[src/rtl/magma_pkg.sv]
// magma_pkg: shared constants and helpers for the Magma / GOST 28147-89 coder.
// Holds the S-box, the build-time default key, the FSM state codes, the
// round-key schedule and the combined substitute-and-rotate function.
package magma_pkg;

    localparam int BLOCK_WIDTH = 64;
    localparam int KEY_BITS    = 256;
    localparam int NUM_ROUNDS  = 32;

    // S-box id-tc26-gost-28147-param-Z. Row j substitutes nibble j of the
    // word (row 0 = least significant nibble); entry v of a row sits at
    // bits [63-4v -: 4] of that row.
    localparam logic [0:7][63:0] SBOX = {
        64'hc462a5b9e8d703f1,
        64'h68239a5c1e47bd0f,
        64'hb3582fade174c960,
        64'hc821d4f670a53e9b,
        64'h7f5a816d093eb42c,
        64'h5df692cab78143e0,
        64'h8e25691cf4b0da37,
        64'h17ed05834fa69cb2
    };

    // Key loaded by reset when the default-key build option is enabled.
    localparam logic [KEY_BITS-1:0] DEFAULT_KEY =
        256'h96696996_69969669_69969669_96696996_69969669_96696996_96696996_69969669;

    // FSM state codes, kept as plain constants so older netlists and
    // debug scripts that match on the raw encoding keep working.
    typedef logic [1:0] state_t;
    localparam state_t ST_IDLE = 2'b00;
    localparam state_t ST_RUN  = 2'b01;
    localparam state_t ST_OUT  = 2'b10;

    // Round-key index for round r. Encryption walks K0..K7 three times and
    // then K7..K0; decryption walks K0..K7 once and then K7..K0 three times.
    // 7 - r%8 is simply the bitwise complement of the low three bits.
    function automatic logic [2:0] key_index(input logic [4:0] r, input logic decrypt);
        logic forward;
        forward = decrypt ? (r < 5'd8) : (r < 5'd24);
        return forward ? r[2:0] : ~r[2:0];
    endfunction

    // Substitute all eight nibbles through their S-box row, then rotate
    // the 32-bit result left by 11.
    function automatic logic [31:0] g_func(input logic [31:0] a);
        logic [31:0] s;
        int          v;
        s = '0;
        for (int j = 0; j < 8; j++) begin
            v            = int'(a[4*j +: 4]);
            s[4*j +: 4]  = SBOX[j][63-4*v -: 4];
        end
        return {s[20:0], s[31:21]};
    endfunction

endpackage

[src/rtl/magma_round.sv]
// magma_round: one combinational Magma Feistel round. The final-round input
// suppresses the half swap so that the last round leaves n1 in place and
// folds the round function into n2.
module magma_round
    import magma_pkg::*;
(
    input  logic [31:0] n1,
    input  logic [31:0] n2,
    input  logic [31:0] round_key,
    input  logic        final_round,
    output logic [31:0] n1_next,
    output logic [31:0] n2_next
);

    logic [31:0] t;

    // Round function on the key-mixed n1 half (addition is modulo 2^32).
    always_comb begin
        t = g_func(n1 + round_key);
    end

    // Feistel step: swap halves on every round except the last one.
    always_comb begin
        // NOTE: both outputs get a value before the if, so no path leaves
        // them unassigned and no latch is inferred.
        n1_next = n2 ^ t;
        n2_next = n1;
        if (final_round) begin
            n1_next = n1;
            n2_next = n2 ^ t;
        end
    end

endmodule

[src/rtl/magma_iter_coder.sv]
// magma_iter_coder: iterative Magma / GOST 28147-89 64-bit block cipher core
// with a runtime-loadable 256-bit key, per-block encrypt/decrypt selection
// and ROUNDS_PER_CYCLE rounds unrolled per clock (32/ROUNDS_PER_CYCLE RUN
// cycles per block).
//
// Build option MAGMA_DEFAULT_KEY_EN: when defined, reset loads DEFAULT_KEY
// and key_loaded_o is 1 out of reset. When undefined, reset clears the key,
// key_loaded_o is 0 and no block is accepted until the first key write.
module magma_iter_coder
    import magma_pkg::*;
#(
    parameter int ROUNDS_PER_CYCLE = 1,
    parameter int TDATA_WIDTH      = 64,
    parameter int KEY_WIDTH        = 256
) (
    input  logic                   clk_i,
    input  logic                   rst_i,
    input  logic [KEY_WIDTH-1:0]   key_i,
    input  logic                   key_valid_i,
    output logic                   key_loaded_o,
    input  logic                   ss_tvalid_i,
    input  logic [TDATA_WIDTH-1:0] ss_tdata_i,
    input  logic                   ss_tuser_i,
    output logic                   ss_tready_o,
    output logic                   sm_tvalid_o,
    output logic [TDATA_WIDTH-1:0] sm_tdata_o,
    input  logic                   sm_tready_i,
    output logic                   busy_o
);

    // ------------------------------------------------------------------
    // Parameter legality: anything outside the supported set is rejected
    // at elaboration rather than producing a silently wrong cipher.
    // ------------------------------------------------------------------
    if (!(ROUNDS_PER_CYCLE == 1 || ROUNDS_PER_CYCLE == 2 || ROUNDS_PER_CYCLE == 4 ||
          ROUNDS_PER_CYCLE == 8 || ROUNDS_PER_CYCLE == 16 || ROUNDS_PER_CYCLE == 32)) begin : g_bad_rpc
        $error("magma_iter_coder: ROUNDS_PER_CYCLE must be 1, 2, 4, 8, 16 or 32");
    end
    if (TDATA_WIDTH != BLOCK_WIDTH) begin : g_bad_tdata
        $error("magma_iter_coder: TDATA_WIDTH must be 64");
    end
    if (KEY_WIDTH != KEY_BITS) begin : g_bad_key
        $error("magma_iter_coder: KEY_WIDTH must be 256");
    end

    // Counter step (modulo 32, so 32 rounds per cycle steps by zero) and the
    // counter value seen on the RUN cycle that completes round 31.
    localparam logic [4:0] CNT_STEP = 5'(ROUNDS_PER_CYCLE % NUM_ROUNDS);
    localparam logic [4:0] CNT_LAST = 5'(NUM_ROUNDS - ROUNDS_PER_CYCLE);

`ifdef MAGMA_DEFAULT_KEY_EN
    localparam logic [KEY_WIDTH-1:0] RESET_KEY        = DEFAULT_KEY;
    localparam logic                 RESET_KEY_LOADED = 1'b1;
`else
    localparam logic [KEY_WIDTH-1:0] RESET_KEY        = '0;
    localparam logic                 RESET_KEY_LOADED = 1'b0;
`endif

    state_t                 state;
    logic [31:0]            n1;
    logic [31:0]            n2;
    logic                   mode;
    logic [4:0]             round_cnt;
    logic [KEY_WIDTH-1:0]   key_reg;
    logic                   key_loaded;
    logic                   out_valid;
    logic [TDATA_WIDTH-1:0] out_data;
    logic [31:0]            key_words [8];
    logic [31:0]            n1_last;
    logic [31:0]            n2_last;
    logic                   accept;

    // Split the key register into the eight 32-bit round keys, K0 on top.
    for (genvar i = 0; i < 8; i++) begin : g_key_word
        assign key_words[i] = key_reg[KEY_WIDTH-1-32*i -: 32];
    end

    // ------------------------------------------------------------------
    // Unrolled round chain. Stage k evaluates round round_cnt + k; each
    // stage owns its output halves so the chain is a straight pipeline of
    // distinct nets.
    // ------------------------------------------------------------------
    for (genvar k = 0; k < ROUNDS_PER_CYCLE; k++) begin : g_round
        logic [4:0]  round_num;
        logic [2:0]  key_sel;
        logic [31:0] round_key;
        logic        last_round;
        logic [31:0] n1_in;
        logic [31:0] n2_in;
        logic [31:0] n1_out;
        logic [31:0] n2_out;

        assign round_num  = round_cnt + 5'(k);
        assign key_sel    = key_index(round_num, mode);
        assign round_key  = key_words[key_sel];
        assign last_round = (round_num == 5'd31);

        if (k == 0) begin : g_first
            assign n1_in = n1;
            assign n2_in = n2;
        end else begin : g_chain
            assign n1_in = g_round[k-1].n1_out;
            assign n2_in = g_round[k-1].n2_out;
        end

        magma_round u_round (
            .n1          (n1_in),
            .n2          (n2_in),
            .round_key   (round_key),
            .final_round (last_round),
            .n1_next     (n1_out),
            .n2_next     (n2_out)
        );
    end

    assign n1_last = g_round[ROUNDS_PER_CYCLE-1].n1_out;
    assign n2_last = g_round[ROUNDS_PER_CYCLE-1].n2_out;

    // ------------------------------------------------------------------
    // Handshake. A key write in IDLE masks ready, which gives the key
    // priority over a block presented in the same cycle.
    // ------------------------------------------------------------------
    assign ss_tready_o  = !rst_i && (state == ST_IDLE) && key_loaded && !key_valid_i;
    assign accept       = ss_tvalid_i && ss_tready_o;

    assign key_loaded_o = key_loaded;
    assign sm_tvalid_o  = out_valid;
    assign sm_tdata_o   = out_data;
    assign busy_o       = (state != ST_IDLE);

    // FSM, round counter, working halves, key register and output register.
    always_ff @(posedge clk_i) begin
        // NOTE: every register here is written with non-blocking assignments
        // so all of them update from pre-edge values in the same clock.
        if (rst_i) begin
            // NOTE: the working halves are cleared on reset as well so a
            // discarded block leaves no residue; the key register follows the
            // build option.
            state      <= ST_IDLE;
            n1         <= '0;
            n2         <= '0;
            mode       <= 1'b0;
            round_cnt  <= '0;
            key_reg    <= RESET_KEY;
            key_loaded <= RESET_KEY_LOADED;
            out_valid  <= 1'b0;
            out_data   <= '0;
        end else begin
            case (state)
                ST_IDLE: begin
                    if (key_valid_i) begin
                        key_reg    <= key_i;
                        key_loaded <= 1'b1;
                    end else if (accept) begin
                        n1        <= ss_tdata_i[31:0];
                        n2        <= ss_tdata_i[63:32];
                        mode      <= ss_tuser_i;
                        round_cnt <= '0;
                        state     <= ST_RUN;
                    end
                end
                ST_RUN: begin
                    n1        <= n1_last;
                    n2        <= n2_last;
                    round_cnt <= round_cnt + CNT_STEP;
                    if (round_cnt == CNT_LAST) begin
                        out_valid <= 1'b1;
                        out_data  <= {n2_last, n1_last};
                        state     <= ST_OUT;
                    end
                end
                ST_OUT: begin
                    if (sm_tready_i) begin
                        out_valid <= 1'b0;
                        state     <= ST_IDLE;
                    end
                end
                default: begin
                    state <= ST_IDLE;
                end
            endcase
        end
    end

endmodule

[config.mk]
export PLATFORM = sky130hd
export DESIGN_NAME = magma_iter_coder
export DESIGN_NICKNAME = d
export VERILOG_FILES = /design/src/rtl/magma_pkg.sv /design/src/rtl/magma_round.sv /design/src/rtl/magma_iter_coder.sv
export SDC_FILE = /design/constraint.sdc
export NUM_CORES = 1
export LEC_CHECK = 0
export ABC_AREA = 1
export CORE_MARGIN = 4
export CORE_UTILIZATION = 45
export CTS_CLUSTER_DIAMETER = 80
export CTS_CLUSTER_SIZE = 30
export DETAILED_ROUTE_END_ITERATION = 8
export PLACE_DENSITY_LB_ADDON = 0.1
export SETUP_SLACK_MARGIN = 0.3
export SKIP_LAST_GASP = 1
export SLEW_MARGIN = 20
export SYNTH_ARGS = -nofsm -noshare
export SYNTH_HDL_FRONTEND = slang
export SYNTH_HIERARCHICAL = 1
export SYNTH_SLANG_ARGS = --single-unit
[constraint.sdc]
create_clock -name clk_i -period 5.4 [get_ports clk_i]
set_input_delay 0.81 -clock clk_i [delete_from_list [all_inputs] [get_ports clk_i]]
set_output_delay 0.81 -clock clk_i [all_outputs]
set_load 0.03 [all_outputs]
==> report_table.html <==
<table>
<tr><th>Metric</th><th>Value</th></tr>
<tr><th colspan="2">Floorplanning</th></tr>
<tr><td>Die boundary width</td><td>232 um</td></tr>
<tr><td>Total die area</td><td>53600 sq um</td></tr>
<tr><td>Site Rows</td><td>81</td></tr>
<tr><td>Y dimension of the die</td><td>232 um</td></tr>
<tr><td>Total core area</td><td>49200 sq um</td></tr>
<tr><td>Initial Util</td><td>0.458</td></tr>
<tr><td>I/O pin total</td><td>394</td></tr>
<tr><th colspan="2">Clocking</th></tr>
<tr><td>TritonCTS clock tree</td><td>built</td></tr>
<tr><td>Latest clock arrival within the worst-skew pair</td><td>0.60 ns</td></tr>
<tr><td>CTS H-tree depth</td><td>1</td></tr>
<tr><td>Worst-path clk slew</td><td>0.11 ns</td></tr>
<tr><td>Hold Buf Count CTS</td><td>0</td></tr>
<tr><td>Number of clock buffers inserted by TritonCTS</td><td>24</td></tr>
<tr><td>Sinks on Clock Net</td><td>394</td></tr>
<tr><td>CTS Buffer Depth</td><td>3</td></tr>
<tr><td>Master cell of the clock root buffer</td><td>sky130_fd_sc_hd__clkbuf_16</td></tr>
<tr><th colspan="2">Timing</th></tr>
<tr><td>Final worst clock skew</td><td>0.0507 ns</td></tr>
<tr><td>Final setup violation count</td><td>0</td></tr>
<tr><td>Hold violation count in the final report</td><td>0</td></tr>
<tr><td>Worst-margin pin slew</td><td>1.00 ns</td></tr>
<tr><td>Max-slew headroom at the worst pin</td><td>0.334</td></tr>
<tr><td>Total negative setup slack</td><td>0 ns</td></tr>
<tr><td>Unrepaired setup endpoints after global routing</td><td>true</td></tr>
<tr><td>Post-route clock period utilization</td><td>0.878</td></tr>
<tr><td>Fmax achieved</td><td>211 MHz</td></tr>
<tr><td>Max-slew violation total from the final report</td><td>0</td></tr>
<tr><td>Crit path time final</td><td>4.74 ns</td></tr>
<tr><td>Worst Setup Slack, final</td><td>0.656 ns</td></tr>
<tr><th colspan="2">Setup path</th></tr>
<tr><td>Library cell contributing the largest single delay on the critical path</td><td>sky130_fd_sc_hd__xor2_1</td></tr>
<tr><td>Required @ worst endpoint</td><td>5.92 ns</td></tr>
<tr><td>Crit end category</td><td>register</td></tr>
<tr><td>Cell seen most often among critical-path stages</td><td>sky130_fd_sc_hd__nand2_1</td></tr>
<tr><td>Endpoint arrival time on the critical path</td><td>5.27 ns</td></tr>
<tr><td>Critical setup path kind</td><td>register to register</td></tr>
<tr><td>Critical path's largest stage delay</td><td>0.67 ns</td></tr>
<tr><td>Element type at the critical path start</td><td>register</td></tr>
<tr><td>Critical Path Fanout Max</td><td>35</td></tr>
<tr><th colspan="2">Yosys</th></tr>
<tr><td>Cell variety after synth</td><td>44</td></tr>
<tr><td>Top cells by area in the synthesized netlist</td><td>sky130_fd_sc_hd__dfxtp_1 35%, sky130_fd_sc_hd__nand2_1 16%, sky130_fd_sc_hd__nand3_1 10%</td></tr>
<tr><td>Proportion of synthesized flip-flops having asynchronous set or reset</td><td>0</td></tr>
<tr><td>Post-Synthesis Cells</td><td>3548</td></tr>
<tr><td>Post-synthesis cell area</td><td>22500 sq um</td></tr>
<tr><td>Nets in the synthesized netlist</td><td>3944</td></tr>
<tr><td>Register area share after synthesis</td><td>0.351</td></tr>
<tr><td>Number of enable flip-flop cells after synthesis</td><td>0</td></tr>
<tr><td>Proportion of netlist area held by the largest area contributor</td><td>0.351</td></tr>
<tr><td>Average cell area after synthesis</td><td>6.34 sq um</td></tr>
<tr><td>Post-synth top area cell</td><td>sky130_fd_sc_hd__dfxtp_1</td></tr>
<tr><td>Synth Register Bits</td><td>394</td></tr>
<tr><td>Primary FF master, synth</td><td>sky130_fd_sc_hd__dfxtp_1</td></tr>
<tr><td>Count of synthesis-stage warnings from yosys</td><td>6</td></tr>
<tr><th colspan="2">Finish</th></tr>
<tr><td>Area growth from synthesis to layout</td><td>23.5%</td></tr>
<tr><td>Ratio of cells with drive above 1 in the final layout</td><td>0.0451</td></tr>
<tr><td>Number of flip-flops under the largest register name</td><td>256</td></tr>
<tr><td>Fill cell instance count of the final layout</td><td>4910</td></tr>
<tr><td>Count of placed standard cells in the final layout, fillers left out</td><td>4482</td></tr>
<tr><td>Nets</td><td>4196</td></tr>
<tr><td>Cell area after layout</td><td>27800 sq um</td></tr>
<tr><th colspan="2">Detailed routing</th></tr>
<tr><td>Initial drt markers</td><td>2224</td></tr>
<tr><td>Number of routed nets with antenna violations</td><td>0</td></tr>
<tr><td>Total vias in the final route</td><td>23.7k</td></tr>
<tr><td>Via density per instance</td><td>5.28</td></tr>
<tr><td>Drt drc</td><td>0</td></tr>
<tr><td>Final routed wire length divided by cell count</td><td>18.5 um</td></tr>
<tr><td>Detailed-routing iteration count for the pre-antenna-repair pass</td><td>9</td></tr>
<tr><td>Detailed-route wire length</td><td>83000 um</td></tr>
<tr><th colspan="2">Global route</th></tr>
<tr><td>Largest net degree at the start of global routing</td><td>174</td></tr>
<tr><td>Global route total overflow</td><td>0</td></tr>
<tr><td>Via count of the first global-routing pass</td><td>21.8k</td></tr>
<tr><td>Initial antenna violation count</td><td>2</td></tr>
<tr><td>First-pass GRT wire length</td><td>126000 um</td></tr>
<tr><td>All-layer global routing usage</td><td>0.295</td></tr>
<tr><th colspan="2">Pwr</th></tr>
<tr><td>Total power consumption of the routed design</td><td>7.22 mW</td></tr>
<tr><td>Cell area power density</td><td>260 nW/um^2</td></tr>
<tr><td>Maximum vdd drop</td><td>0.219 mV</td></tr>
<tr><td>Lkg Pwr</td><td>12.4 nW</td></tr>
<tr><th colspan="2">Place</th></tr>
<tr><td>Worst Setup Slack post-DPL</td><td>0.444 ns</td></tr>
<tr><td>Final estimated routing congestion in global placement</td><td>0.975</td></tr>
<tr><td>Buffers added on ports</td><td>393</td></tr>
<tr><td>Total half-perimeter wirelength after legalization and detailed placement</td><td>63800 um</td></tr>
<tr><td>Number of placed cells counting well taps</td><td>4429</td></tr>
<tr><td>Placed standard-cell area</td><td>26700 sq um</td></tr>
<tr><th colspan="2">Job</th></tr>
<tr><td># Max-Cap Violations</td><td>0</td></tr>
<tr><th colspan="2">Hold path</th></tr>
<tr><td>Classification of the worst-slack hold path</td><td>register to register</td></tr>
<tr><th colspan="2">Status</th></tr>
<tr><td>Outcome</td><td>finished clean</td></tr>
</table>
## cell families after synthesis
kind of cell,Yosys count,share of synthesized area
DFF,394,0.351
and+or+nand+nor,1651,0.308
adders and majority gates,70,0.0393
buffers and inverters,637,0.115
AOI/OAI and AO/OA,765,0.173
xor gates and xnor gates,31,0.0134
## cell usage after synthesis (11+ instances only)
master                     instances
sky130_fd_sc_hd__nor2_1          176
sky130_fd_sc_hd__dfxtp_1         394
sky130_fd_sc_hd__buf_4            14
sky130_fd_sc_hd__nand2_1         973
sky130_fd_sc_hd__inv_1           402
sky130_fd_sc_hd__nand3_1         452
sky130_fd_sc_hd__o21ai_1          11
sky130_fd_sc_hd__a21oi_1         357
sky130_fd_sc_hd__xor2_1           16
sky130_fd_sc_hd__clkbuf_1        119
sky130_fd_sc_hd__ha_1             69
sky130_fd_sc_hd__xnor2_1          11
sky130_fd_sc_hd__nand2_2          18
sky130_fd_sc_hd__inv_2            13
sky130_fd_sc_hd__o21ai_0         373
sky130_fd_sc_hd__buf_2            73
## stage by stage
step	hold slack (ns)	utilization
2_1_floorplan	0.430	-
3_3_place_gp	0.441	0.543
3_5_place_dp	0.444	0.543
4_1_cts	0.450	0.562
5_1_grt	0.474	0.565
6_report	0.459	0.565
## per-layer routing
| metal | GRT usage | vias up | share of wire |
|---|---|---|---|
| li1 | - | 11900 | - |
| met1 | 0.399 | 10800 | 0.43 |
| met2 | 0.496 | 892 | 0.47 |
| met3 | 0.0316 | 139 | 0.063 |
| met4 | 0.0964 | 0 | 0.038 |
| met5 | 0 | - | 0 |
## critical path: cells and delay by family (launching register included)
kind	cells	cell delay (ns)
xor gates and xnor gates	2	0.89
buffers and inverters	5	0.65
AOI/OAI and AO/OA	3	0.43
adders and majority gates	3	0.85
DFF	1	0.32
and+or+nand+nor	16	1.53
## where the power goes
group | switching, mW | internal (mW)
clock network | 1.25 | 0.927
registers | 0.0728 | 3.08
logic | 1.19 | 0.698
## layout make-up
| type | instances | area, sq um | area share |
|---|---|---|---|
| diodes | 2 | 5.00 | 0.000180 |
| clock buffers | 24 | 601 | 0.0216 |
| clock inverters | 18 | 295 | 0.0106 |
| inverters | 415 | 1560 | 0.0563 |
| multi-input cells | 2517 | 12100 | 0.436 |
| flip-flops and latches | 394 | 7890 | 0.284 |
| well taps | 664 | 831 | 0.0299 |
| repair buffers | 448 | 4480 | 0.161 |
## cells in the final DEF, fill, tap and decap left out, drive strengths merged
| cell | instances |
|---|---|
| nor2 | 182 |
| o21bai | 6 |
| nand4 | 2 |
| a211oi | 1 |
| clkinv | 9 |
| xor2 | 19 |
| dfxtp | 394 |
| nand2 | 994 |
| nand3b | 6 |
| clkdlybuf4s50 | 392 |
| a21oi | 359 |
| or2 | 4 |
| nor4 | 1 |
| clkbuf | 24 |
| xnor2 | 12 |
| a21o | 2 |
| clkinvlp | 1 |
| nand3 | 455 |
| a31oi | 1 |
| o21ai | 384 |
| fa | 1 |
| buf | 56 |
| o211ai | 10 |
| inv | 423 |
| nor3 | 6 |
| and2 | 1 |
| ha | 69 |
| o31ai | 1 |
| diode | 2 |
| o22ai | 1 |
## final timing paths
| check | startpoint | end | slack [ns] | cells after the start |
|---|---|---|---|---|
| setup / recovery | mode$_SDFFE_PP0P_ | g_round[0].n1_in[15]$_SDFFE_PP0P_ | 0.66 | 29 |
| hold / removal | key_reg[73]$_SDFFE_PP0P_ | key_reg[73]$_SDFFE_PP0P_ | 0.46 | 2 |
| setup reg to reg | mode$_SDFFE_PP0P_ | g_round[0].n1_in[15]$_SDFFE_PP0P_ | 0.66 | 29 |
| hold reg to reg | key_reg[73]$_SDFFE_PP0P_ | key_reg[73]$_SDFFE_PP0P_ | 0.46 | 2 |
## timing repair
action | 4_1_cts | 5_1_grt
hold endpoints to repair | 0 | 0
buffers inserted | 0 | 9
endpoints found under the setup margin | 0 | 97
resized for setup | 0 | 24
Note: power is estimated with default switching activity, not from simulation.
